===== src/rtl/regfile_pkg.sv =====
// Shared definitions for the register-file writeback path: sizes, requester
// indices, the writeback request record and a round-robin pointer helper.
package regfile_pkg;

    localparam int XLEN       = 32;
    localparam int REG_ADDR_W = 5;
    localparam int NUM_REGS   = 1 << REG_ADDR_W;
    localparam int NUM_REQ    = 3;

    // Fixed requester slots on the shared write port
    localparam int REQ_ALU    = 0;
    localparam int REQ_LOAD   = 1;
    localparam int REQ_MULDIV = 2;

    typedef struct packed {
        logic [REG_ADDR_W-1:0] address;
        logic [XLEN-1:0]       data;
    } wb_req_t;

    // Next round-robin start position after index idx has been served
    function automatic int unsigned rr_next(input int unsigned idx, input int unsigned n);
        return (idx + 1 >= n) ? 0 : idx + 1;
    endfunction

endpackage


===== src/rtl/rr_arbiter.sv =====
// Generic N-way round-robin arbiter. Grant is combinational from the request
// vector; the priority pointer moves just past the winner when the caller
// signals that the grant was consumed (i_advance).
module rr_arbiter
    import regfile_pkg::*;
#(
    parameter int N = 3,
    localparam int IDX_W = (N > 1) ? $clog2(N) : 1
) (
    input  logic             clk,
    input  logic             reset_n,
    input  logic [N-1:0]     i_req,
    input  logic             i_advance,
    output logic [N-1:0]     o_grant,
    output logic [IDX_W-1:0] o_grant_idx
);

    logic [IDX_W-1:0] r_ptr;
    logic [IDX_W:0]   w_pos;
    logic [IDX_W-1:0] w_k;
    logic             w_found;

    // Scan r_ptr, r_ptr+1, ... (mod N) and grant the first active request
    always_comb begin
        o_grant     = '0;
        o_grant_idx = '0;
        w_found     = 1'b0;
        w_pos       = '0;
        w_k         = '0;
        for (int i = 0; i < N; i++) begin
            w_pos = {1'b0, r_ptr} + (IDX_W+1)'(i);
            if (w_pos >= (IDX_W+1)'(N)) begin
                w_pos = w_pos - (IDX_W+1)'(N);
            end
            w_k = w_pos[IDX_W-1:0];
            if (!w_found && i_req[w_k]) begin
                w_found      = 1'b1;
                o_grant[w_k] = 1'b1;
                o_grant_idx  = w_k;
            end
        end
    end

    // Priority pointer: moves one past the consumed winner, otherwise holds
    always_ff @(posedge clk or negedge reset_n) begin
        if (!reset_n) begin
            r_ptr <= '0;
        end else if (i_advance) begin
            r_ptr <= IDX_W'(rr_next(int'(o_grant_idx), N));
        end
    end

endmodule


===== src/rtl/regfile_wb_arbiter.sv =====
// Writeback arbiter for the register file's single write port. Shares the
// port round-robin among ALU, load and mul/div, registers the winning write
// (one cycle latency) and tracks pending destinations for the issue stage.
module regfile_wb_arbiter #(
    parameter int NUM_REQ    = 3,
    parameter int XLEN       = 32,
    parameter int REG_ADDR_W = 5
) (
    input  logic                          clk,
    input  logic                          reset_n,
    input  logic [NUM_REQ-1:0]            i_req_valid,
    output logic [NUM_REQ-1:0]            o_req_ready,
    input  logic [NUM_REQ*REG_ADDR_W-1:0] i_req_address,
    input  logic [NUM_REQ*XLEN-1:0]       i_req_data,
    input  logic                          i_reserve_valid,
    input  logic [REG_ADDR_W-1:0]         i_reserve_address,
    input  logic                          i_flush,
    output logic                          o_write_enable,
    output logic [REG_ADDR_W-1:0]         o_write_address,
    output logic [XLEN-1:0]               o_write_data,
    output logic [2**REG_ADDR_W-1:0]      o_busy_mask,
    output logic                          o_reserve_conflict
);

    localparam int IDX_W = (NUM_REQ > 1) ? $clog2(NUM_REQ) : 1;
    localparam int NREGS = 2**REG_ADDR_W;

    logic [NUM_REQ-1:0]    w_req_eff;
    logic [NUM_REQ-1:0]    w_grant;
    logic [IDX_W-1:0]      w_grant_idx;
    logic                  w_accept;
    logic [REG_ADDR_W-1:0] w_sel_addr;
    logic [XLEN-1:0]       w_sel_data;
    logic                  w_sel_nonzero;
    logic                  w_rsv_nonzero;
    logic [NREGS-1:0]      w_busy_next;
    logic                  w_conflict;

    logic                  r_wr_en;
    logic [REG_ADDR_W-1:0] r_wr_addr;
    logic [XLEN-1:0]       r_wr_data;
    logic [NREGS-1:0]      r_busy;
    logic                  r_conflict;

    // Nothing is granted during a flush or while reset is held, so no write
    // can slip in during either
    assign w_req_eff = i_req_valid & {NUM_REQ{reset_n & ~i_flush}};

    rr_arbiter #(
        .N (NUM_REQ)
    ) u_rr_arbiter (
        .clk         (clk),
        .reset_n     (reset_n),
        .i_req       (w_req_eff),
        .i_advance   (w_accept),
        .o_grant     (w_grant),
        .o_grant_idx (w_grant_idx)
    );

    // The grant is already qualified by valid, so any grant bit is an accept
    assign w_accept    = |w_grant;
    assign o_req_ready = w_grant;

    assign w_sel_addr    = i_req_address[w_grant_idx*REG_ADDR_W +: REG_ADDR_W];
    assign w_sel_data    = i_req_data[w_grant_idx*XLEN +: XLEN];
    assign w_sel_nonzero = |w_sel_addr;
    assign w_rsv_nonzero = |i_reserve_address;

    // Scoreboard next state: clear on issued write, then set on reservation,
    // flush overrides both; x0 is never pending
    always_comb begin
        w_busy_next = r_busy;
        if (w_accept && w_sel_nonzero) begin
            w_busy_next[w_sel_addr] = 1'b0;
        end
        // A reservation is only a conflict if the register is still pending
        // after this cycle's writeback has been retired
        w_conflict = i_reserve_valid && w_rsv_nonzero && w_busy_next[i_reserve_address];
        if (i_reserve_valid && w_rsv_nonzero) begin
            w_busy_next[i_reserve_address] = 1'b1;
        end
        if (i_flush) begin
            w_busy_next = '0;
        end
        w_busy_next[0] = 1'b0;
    end

    // Registered write port: enable only for the cycle after an accept, and
    // never for x0; address/data hold between writes
    always_ff @(posedge clk or negedge reset_n) begin
        if (!reset_n) begin
            r_wr_en   <= 1'b0;
            r_wr_addr <= '0;
            r_wr_data <= '0;
        end else if (w_accept) begin
            r_wr_en   <= w_sel_nonzero;
            r_wr_addr <= w_sel_addr;
            r_wr_data <= w_sel_data;
        end else begin
            r_wr_en   <= 1'b0;
        end
    end

    // Pending-write mask and the one-cycle double-reservation pulse
    always_ff @(posedge clk or negedge reset_n) begin
        if (!reset_n) begin
            r_busy     <= '0;
            r_conflict <= 1'b0;
        end else begin
            r_busy     <= w_busy_next;
            r_conflict <= w_conflict;
        end
    end

    assign o_write_enable     = r_wr_en;
    assign o_write_address    = r_wr_addr;
    assign o_write_data       = r_wr_data;
    assign o_busy_mask        = r_busy;
    assign o_reserve_conflict = r_conflict;

endmodule


===== config.mk =====
export PLATFORM = sky130hd
export DESIGN_NAME = regfile_wb_arbiter
export DESIGN_NICKNAME = d
export VERILOG_FILES = /design/src/rtl/regfile_pkg.sv /design/src/rtl/rr_arbiter.sv /design/src/rtl/regfile_wb_arbiter.sv
export SDC_FILE = /design/constraint.sdc
export NUM_CORES = 1
export LEC_CHECK = 0
export CAP_MARGIN = 20
export CELL_PAD_IN_SITES_DETAIL_PLACEMENT = 0
export CELL_PAD_IN_SITES_GLOBAL_PLACEMENT = 2
export CORE_UTILIZATION = 26
export CTS_BUF_LIST = sky130_fd_sc_hd__clkbuf_4
export CTS_CLUSTER_SIZE = 24
export DETAILED_ROUTE_END_ITERATION = 12
export GPL_TIMING_DRIVEN = 1
export HOLD_SLACK_MARGIN = 0.12
export PLACE_DENSITY = 0.89
export SLEW_MARGIN = 20
export SYNTH_ARGS = -nofsm -noshare
export SYNTH_HDL_FRONTEND = slang
export SYNTH_HIERARCHICAL = 1
export SYNTH_SLANG_ARGS = --single-unit

===== constraint.sdc =====
create_clock -name clk -period 9.29 [get_ports clk]
set_input_delay 1.858 -clock clk [delete_from_list [all_inputs] [get_ports clk]]
set_output_delay 1.858 -clock clk [all_outputs]
set_load 0.05 [all_outputs]

Yosys cells after proc, flatten, opt, wreduce, memory -nomap -nowiden
Cells that the tools add are included.
Widths: inputs -> output; s select.
{"block": "classes", "addsub": 6, "mul": 1, "magnitude_cmp": 14, "n_shift": 2, "mux": 34, "bitwise_logic": 8, "reduce_logical": 15}
{"cell": "$mux 32", "count": 3}
{"cell": "$shiftx 96x8->32", "count": 1}
{"cell": "$and 32x32->32", "count": 1}
{"cell": "$not 32->32", "count": 1}
{"cell": "$or 32x32->32", "count": 1}
{"cell": "$shiftx 15x6->5", "count": 1}
{"cell": "$mux 2", "count": 7}
{"cell": "$lt 5x6->1 const B", "count": 2}
{"cell": "$mux 1", "count": 12}
{"cell": "$demux 1 s5", "count": 2}
{"cell": "$ge 5x1->1 const B", "count": 2}
{"cell": "$logic_and 1x1->1", "count": 10}
{"cell": "$reduce_or 5->1", "count": 2}
{"cell": "$ge 3x2->1 const B", "count": 3}
{"cell": "$lt 2x3->1 const B", "count": 3}
{"cell": "$mux 3", "count": 3}
{"cell": "$add 2x1->3 const B", "count": 2}
{"cell": "$bmux 1 s2", "count": 3}
{"cell": "$demux 1 s2", "count": 3}
{"cell": "$ge 2x1->1 const B", "count": 3}
{"cell": "$or 3x3->3", "count": 2}
{"cell": "$sub 2x2->2 const B", "count": 3}
{"cell": "$bmux 1 s5", "count": 1}
{"cell": "$mul 2x3->5 const B", "count": 1}
{"cell": "7 further kinds", "count": 8}
{"block": "word_totals", "reg_bits": 72, "input_bits": 123, "output_inout_bits": 74, "elab_cells": 86}

Longest topological paths before layout
{"block": "logic_depth", "word_depth": 24, "mapped_depth": 15, "ltp_nobuf": 13}

Hierarchy
Netlist, hierarchy kept.
{"module": "regfile_wb_arbiter", "instances": 1, "cells_per_inst": 499, "area_each_um2": 4115.2, "seq_area_each_um2": 1751.7}
{"module": "rr_arbiter", "instances": 1, "cells_per_inst": 52, "area_each_um2": 416.6, "seq_area_each_um2": 50.0}

Least setup slack after synthesis
No wires, ideal clock.
{"block": "synth_timing", "path_kind": "in2out", "from": "input reset_n", "to": "output o_req_ready[1]", "t_arrival_ps": 3629, "t_required_ps": 7432, "slack_ps": 3803, "stages": 6, "n_path_buf": 0, "path_cell_list": "nor2b_1 -> and2_1 -> nor2b_1 -> nor3b_1 -> o21ai_1 -> a31oi_1"}
{"block": "synth_between", "elab_chain_cells": 11, "word_cells_on_any_way": 19, "cone_classes": "mux: 11; bitwise: 4; reduce/logical: 4"}
{"element": "start: declaration", "line": "regfile_wb_arbiter.sv:10", "text": "input logic reset_n,"}
{"element": "$and 1x1->1 *", "line": "regfile_wb_arbiter.sv:47", "text": "assign w_req_eff = i_req_valid & {NUM_REQ{reset_n & ~i_flush}};"}
{"element": "$and 3x3->3 *", "line": "regfile_wb_arbiter.sv:47"}
{"element": "net w_req_eff[1]", "line": "regfile_wb_arbiter.sv:28", "text": "logic [NUM_REQ-1:0] w_req_eff;"}
{"element": "$bmux 1 s2", "line": "rr_arbiter.sv:36", "text": "if (!w_found && i_req[w_k]) begin"}
{"element": "$mux 1 (implied by the code)", "line": "rr_arbiter.sv:36"}
{"element": "$mux 1", "line": "rr_arbiter.sv:36"}
{"element": "$logic_not 1->1", "line": "rr_arbiter.sv:36"}
{"element": "$logic_and 1x1->1", "line": "rr_arbiter.sv:36"}
{"element": "$mux 1", "line": "rr_arbiter.sv:36"}
{"element": "$logic_not 1->1", "line": "rr_arbiter.sv:36"}
{"element": "$logic_and 1x1->1", "line": "rr_arbiter.sv:36"}
{"element": "$mux 3 *", "line": "rr_arbiter.sv:36"}
{"element": "end: declaration", "line": "regfile_wb_arbiter.sv:12", "text": "output logic [NUM_REQ-1:0] o_req_ready,"}
The timed path passes the listed nets; every way through them passes the cells marked *. The select of a mux whose other input is x is not followed.

Worst setup path after layout
{"block": "layout_timing", "from": "input i_flush", "to": "output o_req_ready[1]"}
{"block": "layout_between", "elab_chain_cells": 12, "word_cells_on_any_way": 20, "cone_classes": "mux: 11; bitwise: 5; reduce/logical: 4"}
{"element": "start: declaration", "line": "regfile_wb_arbiter.sv:17", "text": "input logic i_flush,"}
{"element": "$not 1->1 *", "line": "regfile_wb_arbiter.sv:47"}
{"element": "$and 1x1->1 *", "line": "regfile_wb_arbiter.sv:47"}
{"element": "$and 3x3->3 *", "line": "regfile_wb_arbiter.sv:47"}
{"element": "net w_req_eff[1]", "line": "regfile_wb_arbiter.sv:28"}
{"element": "$bmux 1 s2", "line": "rr_arbiter.sv:36"}
{"element": "$mux 1 (implied by the code)", "line": "rr_arbiter.sv:36"}
{"element": "$mux 1", "line": "rr_arbiter.sv:36"}
{"element": "$logic_not 1->1", "line": "rr_arbiter.sv:36"}
{"element": "$logic_and 1x1->1", "line": "rr_arbiter.sv:36"}
{"element": "$mux 1", "line": "rr_arbiter.sv:36"}
{"element": "$logic_not 1->1", "line": "rr_arbiter.sv:36"}
{"element": "$logic_and 1x1->1", "line": "rr_arbiter.sv:36"}
{"element": "$mux 3 *", "line": "rr_arbiter.sv:36"}
Marks and branches as above.

==> out/qor.yml <==
power_and_ir_drop:
  swShare_pct: 50.2
  p_clk_share_pct: 13.0
  p_int_mw: 0.857
  p_total_mw: 1.72
  power_frac_comb_pct: 60.6
  seq_power_share_pct: 26.5
  leakage_nw: 2.49
  p_switching_mw: 0.866
  max-vdd-ir-drop_v: 0.000142
  power_density_nw_per_um2: 254
floorplan:
  fp.coreArea_um2: 16800
  fp.dieW_um: 134
  fp.dieH_um: 134
  start_util_pct: 26.9
  dieArea_um2: 18000
  ios: 197
  core.rowCount: 47
sta:
  tns_ns: 0
  fin_hold_ws_ns: 0.539
  tightest_slew_ns: 0.928
  clock-skew-final_ns: 0.0149
  period_needed_ns: 6.57
  final_max_slew_viol_count: 0
  relSlewSlack_pct: 38.2
  fin_crit_sh_pct: 70.7
  setup_violations: 0
  fin_ws_ns: 2.72
  fmax_mhz: 152
  hold_viol_final: 0
  rsz0062_at_grt: "false"
clocking:
  htreeDepth: 3
  cts_sinks: 72
  path_clk_slew_ns: 0.12
  clock_latency_ns: 0.42
  post_cts_resized: 0
  post_cts_buffers: 0
  cts-root-buf: "clkbuf_4"
  clockBufferDepth: 2
  cts_tree: "yes"
  hold_buffers: 0
  cts_buffers: 9
placement:
  dp_cells: 932
  finalWeightedCongestion: 0.897
  pre_cts_slack_ns: 2.51
  dp_hpwl_mm: 12.2
  numPortBuffers: 195
grt:
  grt_use_total_pct: 18.1
  grt_overflow: 0
  grt_pass1_wl_mm: 25.4
  antenna_found_initial: 1
  first_global_vias: 4714
  grt_max_degree: 77
synthesis:
  ys_seq_area_share_pct: 39.8
  synth_top_family_by_area: "compound AO/OA/AOI/OAI gates"
  synth_area_um2: 4530
  synth.mux.area_fraction_pct: 11.5
  synth_top_area_share_pct: 39.8
  yosysTopAreaCell: "dfrtp_1"
  avgSynthCellArea_um2: 8.22
  synth_warnings: 6
  synthDistinctLibCells: 54
  syn-num-nets: 678
  synth.ff_latch_count: 72
  async_reset_ff_share_pct: 100
  synth-compound-area-share_pct: 22.9
  ys_top_cells_by_area: "dfrtp_1, a21oi_1, mux2i_1"
  synth_xor_area_share_pct: 0.580
  synth-simple-area-share_pct: 19.3
  synth_edf_count: 0
  yosys.area_share.adder_pct: 1.10
  netlist_instances: 551
  synth_flop_cell: "dfrtp_1"
critical_path:
  endpoint_kind: "output pin"
  cpMaxStageDelayCell: "clkdlybuf4s50_1"
  path_max_fanout: 32
  required_ns: 7.43
  crit_type: "in2out"
  slowest_delay_ns: 0.83
  path_cells: "clkdlybuf4s50_1 > buf_4 > nor2b_1 > and2_1 > nor2b_1 > nor3b_1 > o21ai_1 > a31oi_1 > clkdlybuf4s50_1"
  start_kind: "input pin"
  r2r_slack_ns: 4.62
  arrival_ns: 4.71
detailed_routing:
  via_per_inst: 5.02
  routed_wl_mm: 16.4
  avgRoutedWirePerCell_um: 17.3
  firstDrtPassIters: 5
  vias: 4766
  drc: 0
  drtIter0Drc: 340
  detail-route-antenna-nets: 0
cells_and_area:
  fin_nets: 850
  areaGrowthSynthToFinish_pct: 49.6
  layout-drive-gt1-share_pct: 5.36
  fin_cells: 949
run:
  cap_viol_max_count: 0
status:
  status: "completed"
hold_path:
  holdCritPathClass: "reg2reg"
## layer usage
layer | GRT usage (%) | vias up | routed length (um)
li1 | - | 2316 | -
met1 | 23.7 | 2222 | 7090
met2 | 30.2 | 207 | 7840
met3 | 3.44 | 21 | 1180
met4 | 5.49 | 0 | 270
met5 | 0 | - | 0
## critical path, delay by kind of cell
| kind | cells | cell delay (ns) |
|---|---|---|
| buffers and inverters | 3 | 1.60 |
| AOI/OAI and AO/OA | 2 | 0.33 |
| and+or+nand+nor | 4 | 0.90 |
## power groups by stage
stage                     Clock, mW  Combinational, mW  Sequential, mW
final                         0.223               1.04           0.456
after global routing          0.245               1.12           0.468
after CTS                     0.231               1.05           0.457
after detailed placement          0               1.05           0.463
after global placement            0               1.03           0.465
after floorplan                   0              0.412           0.754
## final cells by class
class | count | area (um2)
clock buffers | 9 | 67.6
repair buffers | 200 | 1990
clock inverters | 6 | 85.1
diodes | 2 | 5.00
inverters | 9 | 33.8
multi-input cells | 431 | 2530
fillers | 1712 | 10000
well taps | 220 | 275
flip-flops and latches | 72 | 1800
## cell usage after synthesis (4+ instances only)
cell / number
mux2i_1: 40
inv_1: 8
buf_1: 4
o22ai_1: 4
nand3_1: 14
mux2_2: 6
clkbuf_1: 28
nor4_1: 8
nor2_1: 94
buf_6: 4
nor2b_1: 7
a21oi_1: 105
nand2b_1: 4
nand2_1: 41
o211ai_1: 5
o21ai_0: 31
ha_1: 4
nor3_1: 8
dfrtp_1: 72
a31oi_1: 4
o21ai_1: 5
nand3b_1: 6
## path summary, 6_finish.rpt
kind | startpoint | to | cells past startpoint
min in group asynchronous | reset_n | o_busy_mask[19] | 1
setup / recovery | i_flush | o_req_ready[1] | 9
setup reg to reg | u_rr_arbiter/r_ptr[0] | o_reserve_conflict | 13
max in group asynchronous | reset_n | o_busy_mask[27] | 1
hold reg to reg | o_write_data[17] | o_write_data[17] | 2
hold / removal | o_write_data[17] | o_write_data[17] | 2
## registers in the layout, summed over array words and instances, names as in the netlist
name	flops
o_write_enable	1
o_write_address	5
o_busy_mask	31
u_rr_arbiter/r_ptr	2
o_write_data	32
o_reserve_conflict	1
## kinds of logic (layout without fill, tap and decap cells)
family / count (synthesis) / count (layout)
simple gates: 195 / 195
compound gates: 179 / 179
flops: 72 / 72
mux: 49 / 49
buf+inv: 48 / 224
fa+ha+maj: 4 / 4
xor+xnor: 3 / 3
other cells: 1 / 3
## stage by stage
step                      utilization [%]  instance area (um2)
after floorplan                         -                 4530
after global placement               39.4                 6620
after detailed placement             39.4                 6620
after CTS                            40.3                 6780
after global routing                 40.3                 6780
final                                40.3                 6780
## cells in the final DEF, fill, tap and decap left out, types with 3 or more instances in the layout
| cell | netlist | routed |
|---|---|---|
| dfrtp_1 | 72 | 72 |
| o31ai_1 | 3 | 3 |
| nor2b_1 | 7 | 6 |
| clkdlybuf4s50_1 | 0 | 194 |
| o21ai_0 | 31 | 31 |
| nand3_1 | 14 | 14 |
| clkbuf_4 | 0 | 9 |
| buf_4 | 2 | 6 |
| o22ai_1 | 4 | 4 |
| a21oi_1 | 105 | 105 |
| nor3_1 | 8 | 8 |
| nor4_1 | 8 | 8 |
| a31oi_1 | 4 | 4 |
| and2_1 | 3 | 3 |
| o21ai_1 | 5 | 5 |
| nand4_1 | 3 | 3 |
| nand2b_1 | 4 | 4 |
| inv_1 | 8 | 7 |
| mux2i_1 | 40 | 40 |
| nand2_1 | 41 | 41 |
| o211ai_1 | 5 | 5 |
| o2111ai_1 | 3 | 3 |
| mux2_2 | 6 | 6 |
| ha_1 | 4 | 4 |
| nand3b_1 | 6 | 6 |
| nor2_1 | 94 | 93 |
| o32ai_1 | 3 | 3 |
Power figures use the tool's default switching activity.
